<file path="src/rtl/store_buffer.sv">
// Word-store FIFO in front of the data memory with youngest-match store-to-load forwarding.
// Optional store coalescing into the youngest entry is enabled by defining SB_COALESCE_EN.
module store_buffer #(
    parameter int unsigned DEPTH = 4,
    parameter int unsigned AW    = 10
) (
    input  logic                     clk,
    input  logic                     reset,
    input  logic                     st_valid,
    input  logic [31:0]              st_addr,
    input  logic [31:0]              st_data,
    input  logic [31:0]              st_pc,
    output logic                     st_ready,
    input  logic                     ld_req,
    input  logic [31:0]              ld_addr,
    output logic                     ld_hit,
    output logic [31:0]              ld_data,
    output logic                     dm_we,
    output logic [31:0]              dm_addr,
    output logic [31:0]              dm_wd,
    output logic [31:0]              dm_pc,
    output logic [$clog2(DEPTH):0]   count
);

    localparam int unsigned PW = $clog2(DEPTH);
    localparam int unsigned CW = PW + 1;

    typedef struct packed {
        logic [31:0] addr;
        logic [31:0] data;
        logic [31:0] pc;
    } entry_t;

    entry_t        mem [DEPTH];
    logic [PW-1:0] head;
    logic [PW-1:0] tail;
    logic [PW-1:0] young;
    logic          full;
    logic          coal;
    logic          push;
    logic          unused;

    assign young  = tail - PW'(1);
    assign full   = (count == CW'(DEPTH));
    assign unused = ^{ld_addr[31:AW+2], ld_addr[1:0]};

    // Reset also gates the strobe so discarded stores never reach memory.
    assign dm_we   = (count != '0) && !ld_req && !reset;
    assign dm_addr = mem[head].addr;
    assign dm_wd   = mem[head].data;
    assign dm_pc   = mem[head].pc;

`ifdef SB_COALESCE_EN
    // Merge into the youngest entry unless that entry is leaving this cycle.
    assign coal = st_valid && (count != '0)
                  && (mem[young].addr[AW+1:2] == st_addr[AW+1:2])
                  && !((young == head) && dm_we);
    assign st_ready = !full || coal;
`else
    assign coal     = 1'b0;
    assign st_ready = !full;
`endif

    assign push = st_valid && st_ready && !coal;

    always_ff @(posedge clk) begin
        if (reset) begin
            head  <= '0;
            tail  <= '0;
            count <= '0;
        end else begin
            if (push) begin
                tail <= tail + PW'(1);
            end
            if (dm_we) begin
                head <= head + PW'(1);
            end
            count <= count + CW'(push) - CW'(dm_we);
        end
    end

    // Entry storage carries no reset; validity is defined by head/count.
    always_ff @(posedge clk) begin
        if (!reset) begin
            if (push) begin
                mem[tail] <= '{addr: st_addr, data: st_data, pc: st_pc};
            end else if (coal) begin
                mem[young].data <= st_data;
                mem[young].pc   <= st_pc;
            end
        end
    end

    // Scan oldest to youngest so the last match is the youngest.
    always_comb begin
        ld_hit  = 1'b0;
        ld_data = '0;
        for (int i = 0; i < DEPTH; i++) begin
            if ((CW'(i) < count)
                && (mem[head + PW'(i)].addr[AW+1:2] == ld_addr[AW+1:2])) begin
                ld_hit  = 1'b1;
                ld_data = mem[head + PW'(i)].data;
            end
        end
    end

endmodule
</file>
<file path="config.mk">
export PLATFORM = sky130hd
export DESIGN_NAME = store_buffer
export DESIGN_NICKNAME = d
export VERILOG_FILES = /design/src/rtl/store_buffer.sv
export SDC_FILE = /design/constraint.sdc
export NUM_CORES = 1
export LEC_CHECK = 0
export CORE_AREA = 2 2 188 208
export DETAILED_ROUTE_END_ITERATION = 16
export DIE_AREA = 0 0 190 210
export PLACE_DENSITY = 0.75
export RECOVER_POWER = 100
export SLEW_MARGIN = 20
export SYNTH_ARGS = -nofsm -noshare
export SYNTH_HDL_FRONTEND = slang
export SYNTH_SLANG_ARGS = --single-unit
</file>
<file path="constraint.sdc">
create_clock -name clk -period 6.2 [get_ports clk]
set_input_delay 1.24 -clock clk [delete_from_list [all_inputs] [get_ports clk]]
set_output_delay 1.24 -clock clk [all_outputs]
set_load 0.005 [all_outputs]
</file>
==> metrics.md, run 1 <==
| Metric | Value |
|---|---|
| Outcome | `finished with violations` |
| Failing checks | `capacitance limit, slew limit` |
| DIE AREA | `0.03990 mm^2` |
| Fin area | `0.02320 mm^2` |
| Sw frac | `0.2857` |
| Pwr Density | `347.0 mW/mm^2` |
| Maxcap violations | `6` |
| Syn Std Cell Area | `0.01909 mm^2` |
| Post-synth top flop | `edfxtp_1` |
| Clock share of power | `0.278` |
| Mapped Cells | `1068` |
| Yosys warns | `0` |
| Num CTS Buffers | `41` |
| H-tree depth | `2` |
| WS Path Type | `in2out` |
| Post-CTS Resized | `0` |
| Area of the multi-input gates | `0.006844 mm^2` |
| Total congestion overflow | `0` |
| Startpoint Class | `primary input` |
| VDD IR-drop max | `0.2845 mV` |
| FILL cells | `2689` |
| Post-synth EDFFs | `384` |
| CTS tree | `yes` |
| Register area | `0.01172 mm^2` |
| Fin crit share | `0.9465` |
| IO Port Bufs | `243` |
| CP required | `4960 ps` |
| Sum Neg Setup Slack | `0 ps` |
| Iteration-0 DRC count of the detailed router | `800` |
| Final-report max-slew violation count | `284` |
| Hold violation count in the final report | `0` |
| Synth Register Bits | `393` |
| TritonRoute pass-1 iters | `5` |
| Drt drc | `0` |
| Antenna Nets Post-Route | `0` |
| Worst Skew | `7.320 ps` |
| Via count | `10900` |
| Syn_nets | `1209` |
| Final net count | `1432` |
| FP Rows | `75` |
| Placed Instance Area | `0.02200 mm^2` |
| Worst EP arrival | `4630 ps` |
| Setup bufs post-CTS | `0` |
| HP Class | `reg2reg` |
| Post-DP HPWL | `26690 um` |
| Mapped Avg Cell Area | `17.87 um^2` |
| Average wire per standard cell | `23.26 um` |
| Fmax | `170.4 MHz` |
| Horiz. Die Dim | `190 um` |
| DIE HEIGHT | `210 um` |
| Area Growth Syn to Fin | `21.51%` |
| Vias in the first global route | `11160` |
| Sequential power share | `0.410` |
| FFs w/ async S/R, synth | `0` |
| Unrepaired setup endpoints after global routing | `no` |
| Core Region | `0.03782 mm^2` |
| Io pins | `266` |
| Sequential area share after synthesis | `0.6135` |
| Initial Utilization | `0.5048` |
| Static leakage | `0.007351 uW` |
| Combinational share of power | `0.312` |
| Distinct cells, synth | `55` |
| Initial antenna violation count | `20` |
| Worst skew pair latency | `530 ps` |
| Internal Power | `5749 uW` |
| First-pass GRT wire length | `65230 um` |
| GRT Overall Usage | `0.2162` |
| P_sw | `2299 uW` |
| Hold_buf cts | `0` |
| Via density | `5.944` |
| CTS Buffer Depth | `3` |
| Gpl congestion | `0.8071` |
| Clock Sinks | `393` |
| Clock transition at path regs | `60 ps` |
| Clock period minus worst slack | `5868 ps` |
| Final Setup Violations | `0` |
| Share of cells above drive strength 1 | `0.2324` |
| Pin count of the biggest net entering global routing | `61` |
| CTS root buf | `clkbuf_16` |
| CP Capture Type | `output pin` |
| Total Wirelength | `42630 um` |
| Worst slew pin tran | `3570 ps` |
| CP max FO | `31` |
| Slew HR | `-1.380` |
flip-flops by register name, summed over array words and instances (netlist names), named ones only:
name   count
count      3
tail       2
head       2
mem      384
placed cells by master, fill, tap and decap left out, types with 3 or more instances in the layout:
cell type / Yosys / final
nor2b_1: 3 / 3
diode_2: 0 / 12
nand2_1: 70 / 70
nand3_1: 18 / 18
dfxtp_1: 9 / 5
dfxtp_4: 0 / 3
clkinvlp_4: 0 / 5
a221oi_1: 5 / 5
o21ai_0: 21 / 22
o31ai_2: 21 / 20
nor3_1: 15 / 15
o31ai_1: 2 / 3
clkdlybuf4s50_1: 0 / 26
buf_12: 3 / 9
inv_1: 9 / 8
clkinv_2: 0 / 10
a21oi_1: 3 / 3
ha_1: 8 / 8
mux4_2: 150 / 150
clkbuf_1: 30 / 6
nand4_1: 3 / 3
clkinv_1: 0 / 8
edfxtp_1: 384 / 384
clkbuf_16: 0 / 41
mux2_2: 10 / 10
xor2_1: 18 / 18
a221oi_2: 30 / 30
buf_4: 3 / 11
nor2_1: 37 / 36
inv_6: 0 / 3
dlygate4sd3_1: 0 / 217
and2_1: 5 / 3
a211oi_1: 11 / 11
xnor2_1: 26 / 26
mux2i_1: 92 / 92
area by class of cell:
type | count | share of cell area
diodes | 12 | 0.001295
multi-input cells | 578 | 0.2951
repair buffers | 267 | 0.1171
clock buffers | 46 | 0.04504
flip-flops and latches | 393 | 0.5054
well taps | 500 | 0.02697
clock inverters | 27 | 0.007498
inverters | 10 | 0.001618
path summary, 6_finish.rpt:
path	start	endpoint	slack, ps	cells past startpoint
max	ld_addr[5]	ld_data[23]	330	10
max reg2reg	count[0]	mem[3][52]	1260	6
min reg2reg	tail[1]	tail[1]	510	2
min	tail[1]	tail[1]	510	2
per-layer routing:
layer  up-vias  track usage  wire [um]
met4        16      0.05560        771
li1       4889            -          -
met2       331       0.3582      21030
met3        72      0.07476       3889
met1      5588       0.2740      16830
met5         -            0        103
through the flow:
step	total power (uW)	hold slack [ps]	worst slack, ps	cells	utilization
after global routing	8442	544.4	157.9	1828	0.6130
after CTS	8247	517.0	420.2	1821	0.6139
after detailed placement	5996	508.0	483.3	1748	0.5817
after floorplan	5021	469.2	1885	1068	-
after global placement	5951	499.1	502.6	1748	0.5817
final	8049	512.9	331.6	1833	0.6134
cell families (layout without fill, tap and decap cells):
| logic type | Yosys count | count (layout) | share of synthesized area |
|---|---|---|---|
| compound gates | 113 | 113 | 0.06128 |
| xor+xnor | 44 | 44 | 0.02019 |
| fa+ha+maj | 9 | 9 | 0.006292 |
| buf+inv | 97 | 350 | 0.02858 |
| flops | 393 | 393 | 0.6135 |
| mux | 255 | 255 | 0.2344 |
| other cells | 0 | 12 | 0 |
| simple gates | 157 | 157 | 0.03579 |
cell usage after synthesis, drive strengths merged, types with 12 or more instances:
| cell type | instances | area, um^2 |
|---|---|---|
| nand2 | 70 | 262.8 |
| mux2i | 94 | 957.2 |
| xnor2 | 26 | 227.7 |
| nor2 | 37 | 138.9 |
| a221oi | 35 | 494.2 |
| o31ai | 23 | 277.8 |
| nand3 | 18 | 90.09 |
| o21ai | 22 | 110.1 |
| edfxtp | 384 | 11530 |
| buf | 55 | 380.4 |
| mux4 | 151 | 3405 |
| xor2 | 18 | 157.7 |
| a211oi | 12 | 102.6 |
| nor3 | 15 | 75.07 |
| clkbuf | 32 | 127.6 |
power groups by stage:
stage	combinational [uW]	sequential [uW]	clock [uW]
after floorplan	1810	3210	0
after CTS	2660	3300	2290
after global routing	2730	3330	2390
final	2510	3300	2240
after detailed placement	2640	3350	0
after global placement	2620	3340	0
critical path, cell delays in order:
cell and delay (ps):
dlygate4sd3_1 860, o21ai_0 180, o32a_1 310, a211oi_1 320, o211a_4 360, buf_12 230, buf_4 300, nand3_1 130
o31ai_2 80, dlygate4sd3_1 590
Note: power is estimated with default switching activity, not from simulation.
==> run 2, diff against run 1 <==
--- a/config.mk
+++ b/config.mk
@@ -5,9 +5,9 @@
 export SDC_FILE = /design/constraint.sdc
 export NUM_CORES = 1
 export LEC_CHECK = 0
-export CORE_AREA = 2 2 188 208
+export CORE_AREA = 2 2 277 142
 export DETAILED_ROUTE_END_ITERATION = 16
-export DIE_AREA = 0 0 190 210
+export DIE_AREA = 0 0 279 144
 export PLACE_DENSITY = 0.75
 export RECOVER_POWER = 100
 export SLEW_MARGIN = 20
==> metrics.md, run 2 (same netlist as run 1, synthesis figures left out) <==
| Metric | Value |
|---|---|
| Vias in the first global route | `11220 (+0.58%)` |
| Worst setup slack after layout | `217.3 ps (-114.3 ps)` |
| Pin count of the biggest net entering global routing | `97 (+59%)` |
| CP required | `4960 ps (about the same)` |
| Post-CTS Resized | `0 (unchanged)` |
| Largest register FFs | `384 (unchanged)` |
| IO Port Bufs | `243 (unchanged)` |
| Routed length on met1 | `20310 um (+21%)` |
| P_sw | `2372 uW (+3.2%)` |
| Maxcap violations | `6 (unchanged)` |
| Worst slack at placement | `312.0 ps (-171.3 ps)` |
| Static leakage | `0.007424 uW (+1.0%)` |
| Setup bufs post-CTS | `0 (unchanged)` |
| Most frequent cells in the layout | `edfxtp_1 (384), dlygate4sd3_1 (213), mux4_2 (150)` |
| Post-DP HPWL | `28500 um (+6.8%)` |
| DR top layer | `met4` |
| WS Path Type | `in2out` |
| HP Class | `reg2reg` |
| GRT Overall Usage | `0.2251 (+0.008923)` |
| Final-report max-slew violation count | `285 (+0.35%)` |
| Via density | `6.127 (+3.1%)` |
| CTS root buf | `clkbuf_16` |
| Drt drc | `0 (unchanged)` |
| Num CTS Buffers | `38 (-7.3%)` |
| VDD IR-drop max | `0.2853 mV (+0.25%)` |
| Failing checks | `capacitance limit, slew limit` |
| Io pins | `266 (unchanged)` |
| Clock Sinks | `393 (unchanged)` |
| Internal Power | `6068 uW (+5.5%)` |
| Hold_buf cts | `0 (unchanged)` |
| Largest regs | `mem: 384 flops, count: 3 flops` |
| First-pass GRT wire length | `68310 um (+4.7%)` |
| Total congestion overflow | `0 (unchanged)` |
| DR WL met3 | `3208 um (-18%)` |
| Worst skew pair latency | `550 ps (+20 ps)` |
| Fmax | `167.1 MHz (-1.9%)` |
| Initial antenna violation count | `5 (-75%)` |
| Antenna Nets Post-Route | `0 (unchanged)` |
| Clock transition at path regs | `70 ps (about the same)` |
| Sequential power share | `0.394 (-0.016)` |
| Final Setup Violations | `0 (unchanged)` |
| Outcome | `finished with violations` |
| Clock share of power | `0.310 (+0.032)` |
| Fin crit share | `0.9650 (+0.01843)` |
| Commonest non-fill, non-tap cell in the layout | `edfxtp_1` |
| Sum Neg Setup Slack | `0 ps (unchanged)` |
| FP Rows | `51 (-32%)` |
| Largest Register | `mem` |
| Final net count | `1432 (unchanged)` |
| Sw frac | `0.2810 (-0.004663)` |
| CTS tree | `yes` |
| Hold violation count in the final report | `0 (unchanged)` |
| Via count | `11190 (+2.7%)` |
| CP Cell Sequence | `clkdlybuf4s50_1 > o21ai_0 > o32a_1 > a211oi_1 > o211a_4 > clkbuf_4 > nand3_1 > o31ai_2 > dlygate4sd3_1` |
| Worst slew pin tran | `3977 ps (+407.1 ps)` |
| Iteration-0 DRC count of the detailed router | `1045 (+31%)` |
| Crit-path slowest cell | `clkdlybuf4s50_1` |
| Area Growth Syn to Fin | `22.17%` |
| FILL cells | `2717 (+1.0%)` |
| Worst stage delay on the critical path | `820 ps (-40 ps)` |
| DIE AREA | `0.04018 mm^2 (+0.69%)` |
| Combinational share of power | `0.296 (-0.016)` |
| CTS Buffer Depth | `3 (unchanged)` |
| Clock period minus worst slack | `5983 ps (+114.3 ps)` |
| Routed wl met2 | `20980 um (-0.26%)` |
| Initial Utilization | `0.5011 (-0.003681)` |
| H-tree depth | `2 (unchanged)` |
| Worst EP arrival | `4740 ps (+110 ps)` |
| Horiz. Die Dim | `279 um (+47%)` |
| Share of cells above drive strength 1 | `0.2301 (-0.002271)` |
| Unrepaired setup endpoints after global routing | `no` |
| CP max FO | `26 (-16%)` |
| TritonRoute pass-1 iters | `5 (unchanged)` |
| Slew HR | `-1.651 (-0.2714)` |
| Gpl congestion | `0.8744 (+8.3%)` |
| CP Capture Type | `output pin` |
| DIE HEIGHT | `144 um (-31%)` |
| Total Wirelength | `45230 um (+6.1%)` |
| Pwr Density | `361.9 mW/mm^2 (+4.3%)` |
| Core Region | `0.03810 mm^2 (+0.73%)` |
| Worst Skew | `29.82 ps (+22.50 ps)` |
| Average wire per standard cell | `24.76 um (+6.4%)` |
| Startpoint Class | `primary input` |
==> run 2: critical path, delay by kind of cell <==
family	cells	cell delay [ps]
buf+inv	3	1930
compound gates	5	1380
simple gates	1	150
==> run 2: cell type report <==
cell class,instances,area [um^2],area share
flip-flops and latches,393,11730,0.5028
multi-input cells,578,6820,0.2924
repair buffers,270,2699,0.1157
clock buffers,42,987.2,0.04233
well taps,503,629.4,0.02698
clock inverters,28,415.4,0.01781
inverters,10,37.54,0.001609
diodes,3,7.507,0.0003219
==> run 2: routing by layer <==
metal / global-route usage / vias to the layer above
met2: 0.3473 / 455
li1: - / 4873
met3: 0.04766 / 56
met1: 0.3328 / 5810
met4: 0.05037 / 0
met5: 0 / -
==> run 2: per-stage QoR <==
step	std cells	util	hold slack (ps)	total power [uW]	area [um^2]
2_1_floorplan	1068	-	469.2	5021	19090
3_3_place_gp	1754	0.5772	501.8	5959	21990
3_5_place_dp	1754	0.5772	506.0	6000	21990
4_1_cts	1824	0.6140	515.8	8625	23390
5_1_grt	1826	0.6121	533.0	8812	23320
6_report	1827	0.6122	514.8	8440	23320
==> run 2: worst paths after layout <==
kind / startpoint / endpoint / slack (ps) / cells past startpoint
min reg2reg: tail[1] / tail[1] / 510 / 2
min: tail[1] / tail[1] / 510 / 2
max reg2reg: count[0] / mem[1][37] / 1330 / 6
max: ld_addr[5] / ld_data[9] / 220 / 9
==> run 2: power by group through the flow <==
stage                     registers [uW]  clock network, uW  logic [uW]
final                               3320               2620        2500
after global routing                3360               2770        2690
after CTS                           3310               2660        2650
after detailed placement            3370                  0        2630
after global placement              3360                  0        2600
after floorplan                     3210                  0        1810
